**src/rtl/c2h_arb_pkg.sv**
```systemverilog
// Shared definitions for the C2H packet arbiter: FSM encoding, header layout
// and the header builder used by the arbiter top.
package c2h_arb_pkg;

  typedef enum logic [1:0] {
    ST_IDLE = 2'd0,
    ST_HDR  = 2'd1,
    ST_DATA = 2'd2
  } state_t;

  localparam int          HDR_SEQ_LSB   = 0;
  localparam int          HDR_SRC_LSB   = 16;
  localparam int          HDR_MAGIC_LSB = 32;
  localparam int          HDR_W         = 48;
  localparam logic [15:0] HDR_MAGIC_DEF = 16'hA5C3;

  // Low 48 bits of the header beat; bits [31:24] and everything above stay zero.
  function automatic logic [HDR_W-1:0] build_hdr(input logic [15:0] seq,
                                                 input logic [7:0]  src,
                                                 input logic [15:0] magic);
    logic [HDR_W-1:0] h;
    h = '0;
    h[HDR_SEQ_LSB   +: 16] = seq;
    h[HDR_SRC_LSB   +: 8]  = src;
    h[HDR_MAGIC_LSB +: 16] = magic;
    return h;
  endfunction

endpackage

```
**src/rtl/c2h_pkt_arbiter_rr_arbiter.sv**
```systemverilog
// Combinational round-robin pick: first requester after i_last, wrapping
// modulo N.
module rr_arbiter #(
  parameter int N  = 4,
  parameter int IW = (N > 1) ? $clog2(N) : 1
) (
  input  logic [N-1:0]  i_req,
  input  logic [IW-1:0] i_last,
  output logic [IW-1:0] o_grant,
  output logic          o_valid
);

  logic [IW-1:0] w_grant;
  logic          w_valid;

  // Scan N positions starting one past the previous grant.
  always_comb begin
    int  idx;
    logic hit;
    w_grant = '0;
    w_valid = 1'b0;
    for (int k = 1; k <= N; k++) begin
      idx     = int'(i_last) + k;
      idx     = (idx >= N) ? (idx - N) : idx;
      hit     = !w_valid && i_req[idx];
      w_grant = hit ? IW'(idx) : w_grant;
      w_valid = w_valid | hit;
    end
  end

  assign o_grant = w_grant;
  assign o_valid = w_valid;

endmodule

```
**src/rtl/c2h_pkt_arbiter.sv**
```systemverilog
// Multiplexes NUM_SRC AXI-Stream sources onto one XDMA C2H stream, prefixing
// each packet with a header beat carrying a per-source sequence number.
module c2h_pkt_arbiter
  import c2h_arb_pkg::*;
#(
  parameter int          NUM_SRC   = 4,
  parameter int          DATA_W    = 128,
  parameter logic [15:0] HDR_MAGIC = HDR_MAGIC_DEF,
  localparam int         KEEP_W    = DATA_W / 8,
  localparam int         SRC_W     = (NUM_SRC > 1) ? $clog2(NUM_SRC) : 1
) (
  input  logic                      user_clk,
  input  logic                      user_rst,
  input  logic [NUM_SRC-1:0]        src_en,
  input  logic [NUM_SRC*DATA_W-1:0] s_tdata,
  input  logic [NUM_SRC*KEEP_W-1:0] s_tkeep,
  input  logic [NUM_SRC-1:0]        s_tvalid,
  input  logic [NUM_SRC-1:0]        s_tlast,
  output logic [NUM_SRC-1:0]        s_tready,
  output logic [DATA_W-1:0]         m_tdata,
  output logic [KEEP_W-1:0]         m_tkeep,
  output logic                      m_tvalid,
  output logic                      m_tlast,
  input  logic                      m_tready,
  output logic                      busy,
  output logic [SRC_W-1:0]          cur_src,
  output logic [31:0]               pkt_cnt
);

  state_t                    r_state;
  state_t                    w_state_nxt;
  logic [SRC_W-1:0]          r_cur_src;
  logic [SRC_W-1:0]          r_last_grant;
  logic [NUM_SRC-1:0][15:0]  r_seq;
  logic [31:0]               r_pkt_cnt;
  logic [NUM_SRC-1:0]        w_req;
  logic [SRC_W-1:0]          w_pick;
  logic                      w_pick_vld;
  logic                      w_pkt_done;
  logic [HDR_W-1:0]          w_hdr;

  assign w_req = s_tvalid & src_en;
  assign w_hdr = build_hdr(r_seq[r_cur_src], 8'(r_cur_src), HDR_MAGIC);

  rr_arbiter #(
    .N  (NUM_SRC),
    .IW (SRC_W)
  ) u_rr (
    .i_req   (w_req),
    .i_last  (r_last_grant),
    .o_grant (w_pick),
    .o_valid (w_pick_vld)
  );

  // Next state and stream muxing; DATA is a zero-latency pass-through.
  always_comb begin
    w_state_nxt = r_state;
    m_tvalid    = 1'b0;
    m_tlast     = 1'b0;
    m_tdata     = '0;
    m_tkeep     = '0;
    s_tready    = '0;
    w_pkt_done  = 1'b0;
    case (r_state)
      ST_IDLE: begin
        if (w_pick_vld) w_state_nxt = ST_HDR;
        else            w_state_nxt = ST_IDLE;
      end
      ST_HDR: begin
        m_tvalid             = 1'b1;
        m_tkeep              = '1;
        m_tdata[HDR_W-1:0]   = w_hdr;
        if (m_tready) w_state_nxt = ST_DATA;
        else          w_state_nxt = ST_HDR;
      end
      ST_DATA: begin
        m_tdata             = s_tdata[r_cur_src*DATA_W +: DATA_W];
        m_tkeep             = s_tkeep[r_cur_src*KEEP_W +: KEEP_W];
        m_tvalid            = s_tvalid[r_cur_src];
        m_tlast             = s_tlast[r_cur_src];
        s_tready[r_cur_src] = m_tready;
        w_pkt_done          = s_tvalid[r_cur_src] & s_tlast[r_cur_src] & m_tready;
        if (w_pkt_done) w_state_nxt = ST_IDLE;
        else            w_state_nxt = ST_DATA;
      end
      default: w_state_nxt = ST_IDLE;
    endcase
  end

  // State register.
  always_ff @(posedge user_clk or posedge user_rst) begin
    if (user_rst) r_state <= ST_IDLE;
    else          r_state <= w_state_nxt;
  end

  // Grant, sequence and packet bookkeeping; only a completed packet updates counters.
  always_ff @(posedge user_clk or posedge user_rst) begin
    if (user_rst) begin
      r_cur_src    <= '0;
      r_last_grant <= SRC_W'(NUM_SRC - 1);
      r_seq        <= '0;
      r_pkt_cnt    <= 32'd0;
    end else begin
      if (r_state == ST_IDLE && w_pick_vld) r_cur_src <= w_pick;
      if (w_pkt_done) begin
        r_seq[r_cur_src] <= r_seq[r_cur_src] + 16'd1;
        r_pkt_cnt        <= r_pkt_cnt + 32'd1;
        r_last_grant     <= r_cur_src;
      end
    end
  end

  assign busy    = (r_state != ST_IDLE);
  assign cur_src = r_cur_src;
  assign pkt_cnt = r_pkt_cnt;

endmodule

```
**config.mk**
```make
export PLATFORM = sky130hd
export DESIGN_NAME = c2h_pkt_arbiter
export DESIGN_NICKNAME = d
export VERILOG_FILES = /design/src/rtl/c2h_arb_pkg.sv /design/src/rtl/c2h_pkt_arbiter_rr_arbiter.sv /design/src/rtl/c2h_pkt_arbiter.sv
export SDC_FILE = /design/constraint.sdc
export NUM_CORES = 1
export LEC_CHECK = 0
export ABC_AREA = 1
export BUFFER_PORTS_ARGS = -buffer_cell sky130_fd_sc_hd__clkbuf_2
export CAP_MARGIN = 10
export CORE_AREA = 8 8 300 302
export DETAILED_ROUTE_END_ITERATION = 7
export DIE_AREA = 0 0 308 310
export HOLD_SLACK_MARGIN = 0.15
export MAX_ROUTING_LAYER = met4
export RECOVER_POWER = 25
export SLEW_MARGIN = 20
export SYNTH_ARGS = -nofsm -noshare
export SYNTH_HDL_FRONTEND = slang
export SYNTH_SLANG_ARGS = --single-unit
```
**constraint.sdc**
```tcl
create_clock -name user_clk -period 8.2 [get_ports user_clk]
set_input_delay 0.41 -clock user_clk [delete_from_list [all_inputs] [get_ports user_clk]]
set_output_delay 0.41 -clock user_clk [all_outputs]
set_load 0.02 [all_outputs]
```
# After elaboration in Yosys (flattened, before gate mapping)
# Cells that the tools add are included.
[word_totals]
ff_bits = 102
input_bits = 591
out_inout_bits = 185
wordCells = 91
[op_classes]
n_addsub = 10
order_cmp = 10
n_eq_ne = 2
n_shift = 2
mux = 42
bitwise = 7
n_reduce_logical = 10
[ops]
columns = ["cell", "n"]
rows = [
  ["variable part select 512 x 10 -> 128 bit", 1],
  [">= comparator 32 x 4 -> 1 bit, second input constant", 4],
  ["less-than comparator 32 x 4 -> 1 bit, second input constant", 4],
  ["2-to-1 mux 32 bit", 4],
  ["subtractor 32 x 4 -> 32 bit, second input constant", 4],
  ["case mux 48 bit (2 select lines)", 1],
  ["2-to-1 mux 80 bit", 1],
  ["bitwise mux 64 bit", 1],
  ["variable part select 64 x 7 -> 16 bit", 1],
  ["adder 32 x 1 -> 32 bit, second input constant", 1],
  ["binary-select mux 16 bit (select 2 bit)", 1],
  ["demux 16 bit (select 2 bit)", 1],
  ["2-to-1 mux 16 bit", 2],
  ["case mux 16 bit (2 select lines)", 1],
  ["adder 16 x 1 -> 16 bit, second input constant", 1],
  ["2-to-1 mux 1 bit", 14],
  ["binary-select mux 1 bit (select 2 bit)", 6],
  ["2-to-1 mux 2 bit", 6],
  ["AND 4 bit", 2],
  ["adder 2 x 2 -> 3 bit, second input constant", 2],
  ["case mux 2 bit (3 select lines)", 1],
  ["logical AND 1 bit", 5],
  ["adder 2 x 3 -> 4 bit, second input constant", 1],
  ["2-to-1 mux 4 bit", 1],
  ["12 further kinds", 17],
]

# Longest topological paths before layout
[logic_depth]
depth_word = 17
mapped_depth = 15
mapped_depth_nobuf = 13

# Cells and area by module
# From an unflattened synthesis, not the netlist that was laid out.
[hier_totals]
hier_cells = 1456
hier_area_um2 = 9497.9
[by_module_without_submodules]
columns = ["mod", "n_inst", "cells_per_inst", "area_per_inst_um2", "seq_area_each_um2"]
rows = [
  ["c2h_pkt_arbiter", 1, 1404, 9226.3, 2555.0],
  ["rr_arbiter", 1, 52, 271.5, 0.0],
]

# Least setup slack after synthesis
# Ideal clock, no wire load.
[synth_timing]
path_kind = "register to output"
from = "register r_cur_src[0] (netlist: cur_src[0])"
to = "output m_tdata[39]"
t_arrival_ns = 2.050
required_ns = 7.790
setup_slack_ns = 5.740
stages_incl_launch_ff = 9
path_buffers = 4
cell_sequence = "dfrtp_1 buf_2 nor2_2 buf_2 buf_2 buf_2 a22o_1 a221oi_1 o21ai_0"
[synth_via]
elab_chain_len = 2
[synth_rtl]
columns = ["item", "line", "source"]
rows = [
  ["start, declared", "c2h_pkt_arbiter.sv:32", "logic [SRC_W-1:0] r_cur_src;"],
  ["start signal, assigned", "c2h_pkt_arbiter.sv:104", "if (r_state == ST_IDLE && w_pick_vld) r_cur_src <= w_pick;"],
  ["variable part select 512 x 10 -> 128 bit", "c2h_pkt_arbiter.sv:77", "m_tdata = s_tdata[r_cur_src*DATA_W +: DATA_W];"],
  ["case mux 48 bit (2 select lines)", "c2h_pkt_arbiter.sv:64", "case (r_state)"],
  ["end, declared", "c2h_pkt_arbiter.sv:20", "output logic [DATA_W-1:0] m_tdata,"],
]
# Every way passes these cells.

# Worst setup path in the final report
[layout_timing]
from = "register r_cur_src[1] (netlist: cur_src[1])"
to = "output m_tdata[59]"
[layout_via]
elab_chain_len = 2
[layout_rtl]
columns = ["item", "line"]
rows = [
  ["variable part select 512 x 10 -> 128 bit", "c2h_pkt_arbiter.sv:77"],
  ["2-to-1 mux 80 bit", "c2h_pkt_arbiter.sv:64"],
]
# Every way passes these cells.

==> impl_metrics.csv <==
group,metric,value,unit
hold_path,hold_class,"primary input to flop",
synth,syn_nets,2069,
run,cap_violations,4,
hold_path,hold_start,"m_tready",
setup_path,criticalPathCategory,"flop to output port",
clocking,cts_tree,"done",
synth,ys_seq_area_frac,0.268,
global_route,grt_max_degree,149,
route,drt_iter0_markers,1600,
setup_path,slowest_delay,1.22,ns
global_route,grt-ovfl-total,0,
synth,syn_avg_cell_area,6.47,um2
clocking,cts.path.max_buffers,2,
synth,netlist_area,9520,um2
sta,fin_hold_ws,0.419,ns
synth,ys_async_sr_fraction,1.00,
placement,routabilityCongestion,1.06,
status,failed_checks,"capacitance limit, slew limit",
sta,rsz0062_at_grt,"false",
sta,hold_viol,0,
cells_and_area,layout_commonest_cell,"clkbuf_2",
clocking,clock_latency,0.36,ns
setup_path,endpoint_kind,"output port",
setup_path,start_kind,"flop",
power_and_ir_drop,vdd_drop_max,0.247,mV
synth,syn_inst,1472,
route,viasPerCell,4.35,
sta,fin_crit,5.58,ns
floorplanning,num_rows,108,
clocking,cts_root_buffer,"clkbuf_16",
setup_path,crit_start,"cur_src[1]",
floorplanning,start_util,0.111,
floorplanning,die_w,308,um
power_and_ir_drop,p_leak,7.47,nW
clocking,cts_max_level,3,
synth,yosys.cell_types.count,30,
cells_and_area,multiInputGateArea,6250,um2
setup_path,required,7.79,ns
floorplanning,die_y,310,um
route,first_pass_iters,6,
sta,setup_violations,0,
setup_path,path_max_fanout,120,
synth,yosys_warnings,0,
setup_path,cpMaxStageDelayCell,"clkbuf_1",
global_route,grt_antenna_before_repair,86,
global_route,grt_pass1_wl,127,mm
placement,port_buffers,775,
setup_path,cp_cell_sequence,"clkbuf_1 -> inv_1 -> nor2_4 -> buf_12 -> a22oi_1 -> a21oi_1 -> clkbuf_2",
sta,clock_skew,0.0189,ns
status,outcome,"finished, violations left",
synth,ys_ff_latch,102,
clocking,post_cts_buffers,0,
clocking,holdBufCountCts,1,
setup_path,r2r-start,"cur_src[1]",
route,routed_wl,99.2,mm
clocking,clock-sinks,102,
clocking,numCtsBuffers,9,
route,final_antenna_net_count,0,
cells_and_area,finalNetCount,2756,
cells_and_area,drive_gt1_frac,0.366,
setup_path,critical-path-top-delay-family,"buffers and inverters",
clocking,postCtsResizedCells,0,
route,vias,14600,
cells_and_area,final_cell_mix,"clkbuf_2 (741), nand2_1 (485), a22oi_1 (204), a21oi_1 (108), nand3_1 (106)",
global_route,track_usage,0.200,
sta,tightest_slew,3.78,ns
floorplanning,num_io_pins,776,
clocking,clk_pin_slew,0.09,ns
route,wl_per_cell,29.5,um
setup_path,crit_buf_inv,4,
synth,synth-edff-count,0,
setup_path,cp_data_arrival_time,5.17,ns
placement,hpwl,85.5,mm
cells_and_area,fillers,10100,
sta,tns,0,ns
floorplanning,core,85700,um2
sta,fmax,0.179,GHz
global_route,grt_pass1_vias,14300,
sta,slew_headroom,-1.52,
floorplanning,dieArea,95500,um2
cells_and_area,seqCellArea,2550,um2
sta,finalMaxSlewViolations,186,
sta,finalCritPeriodShare,0.680,
power_and_ir_drop,powerDensity,265,nW/um2
route,drc,0,
synth,ys.flop_type,"dfrtp_1",
cells_and_area,syn2layout_area_growth,56.6,%
final cells by class:
type	instances	share of cell area
Multi-Input combinational cell	1190	0.419
Timing Repair Buffer	788	0.266
Sequential cell	102	0.171
Tap cell	1155	0.0970
Inverter	68	0.0176
Clock buffer	10	0.0160
Antenna cell	41	0.00688
Clock inverter	6	0.00588
Yosys cell counts, drive strengths merged, types with 25 or more instances:
cell,n,area [um2]
o21ai,61,305
dfrtp,100,2500
nor2,83,364
a21oi,108,541
buf,52,256
nand2,489,1850
clkbuf,60,225
nand3,106,531
inv,68,255
a221oi,26,228
a22o,25,219
nand4,25,156
xor2,28,245
a22oi,204,1530
cell families after synthesis:
| family | Yosys count | synth area share |
|---|---|---|
| xor gates and xnor gates | 34 | 0.0313 |
| AOI/OAI and AO/OA | 430 | 0.301 |
| DFF | 102 | 0.268 |
| buffers and inverters | 180 | 0.0774 |
| adders and majority gates | 6 | 0.00789 |
| and+or+nand+nor | 720 | 0.314 |
per-layer routing:
layer,GRT usage,vias to the layer above,part of all wire
met5,-,-,0
met4,0.0628,0,0.031
met3,0.0764,138,0.12
met2,0.316,958,0.46
met1,0.235,6930,0.40
li1,-,6589,-
state kept, by name (all words and copies together), names as in the netlist:
register,flops
r_seq,64
r_state,2
cur_src,2
r_last_grant,2
pkt_cnt,32
worst paths after layout:
kind                          endpoint  slack, ns  depth (start not counted)
max                        m_tdata[59]       2.62                          7
min in group asynchronous    r_seq[14]       1.03                          3
max reg2reg                  r_seq[32]       2.74                         13
min reg2reg                  r_seq[17]       0.48                          2
max in group asynchronous  pkt_cnt[21]       2.95                          4
min                         r_state[1]       0.42                          3
power by group:
group | leakage (nW) | internal [mW] | switching (mW) | total (mW)
Clock | 0.158 | 0.255 | 0.219 | 0.474
Combinational | 5.94 | 0.758 | 2.10 | 2.85
Sequential | 1.37 | 0.560 | 0.0564 | 0.617
Total | 7.47 | 1.57 | 2.37 | 3.95
worst register-to-register path, cell delays in order (launching register included):
cell and delay [ns]:
dfrtp_1 0.33, clkbuf_1 1.22, inv_1 0.86, nor2_4 0.86, buf_12 0.48, nand2_1 0.15, nand2_1 0.09, nor2_1 0.08
nor2_2 0.13, nand2_4 0.26, nor2_4 0.44, inv_2 0.26, nand2_1 0.11, o21ai_0 0.07
metrics by stage:
step           cell area (um2)  power (mW)  worst slack (ns)  utilization  cells
2_1_floorplan             9520        2.22              5.12            -   1472
3_3_place_gp             14500        3.50              4.44        0.170   3302
3_5_place_dp             14500        3.51              4.34        0.170   3302
4_1_cts                  14900        4.00              4.06        0.173   3319
5_1_grt                  14900        4.20              2.06        0.174   3356
6_report                 14900        3.95              2.62        0.174   3360
Note: power is estimated with default switching activity, not from simulation.
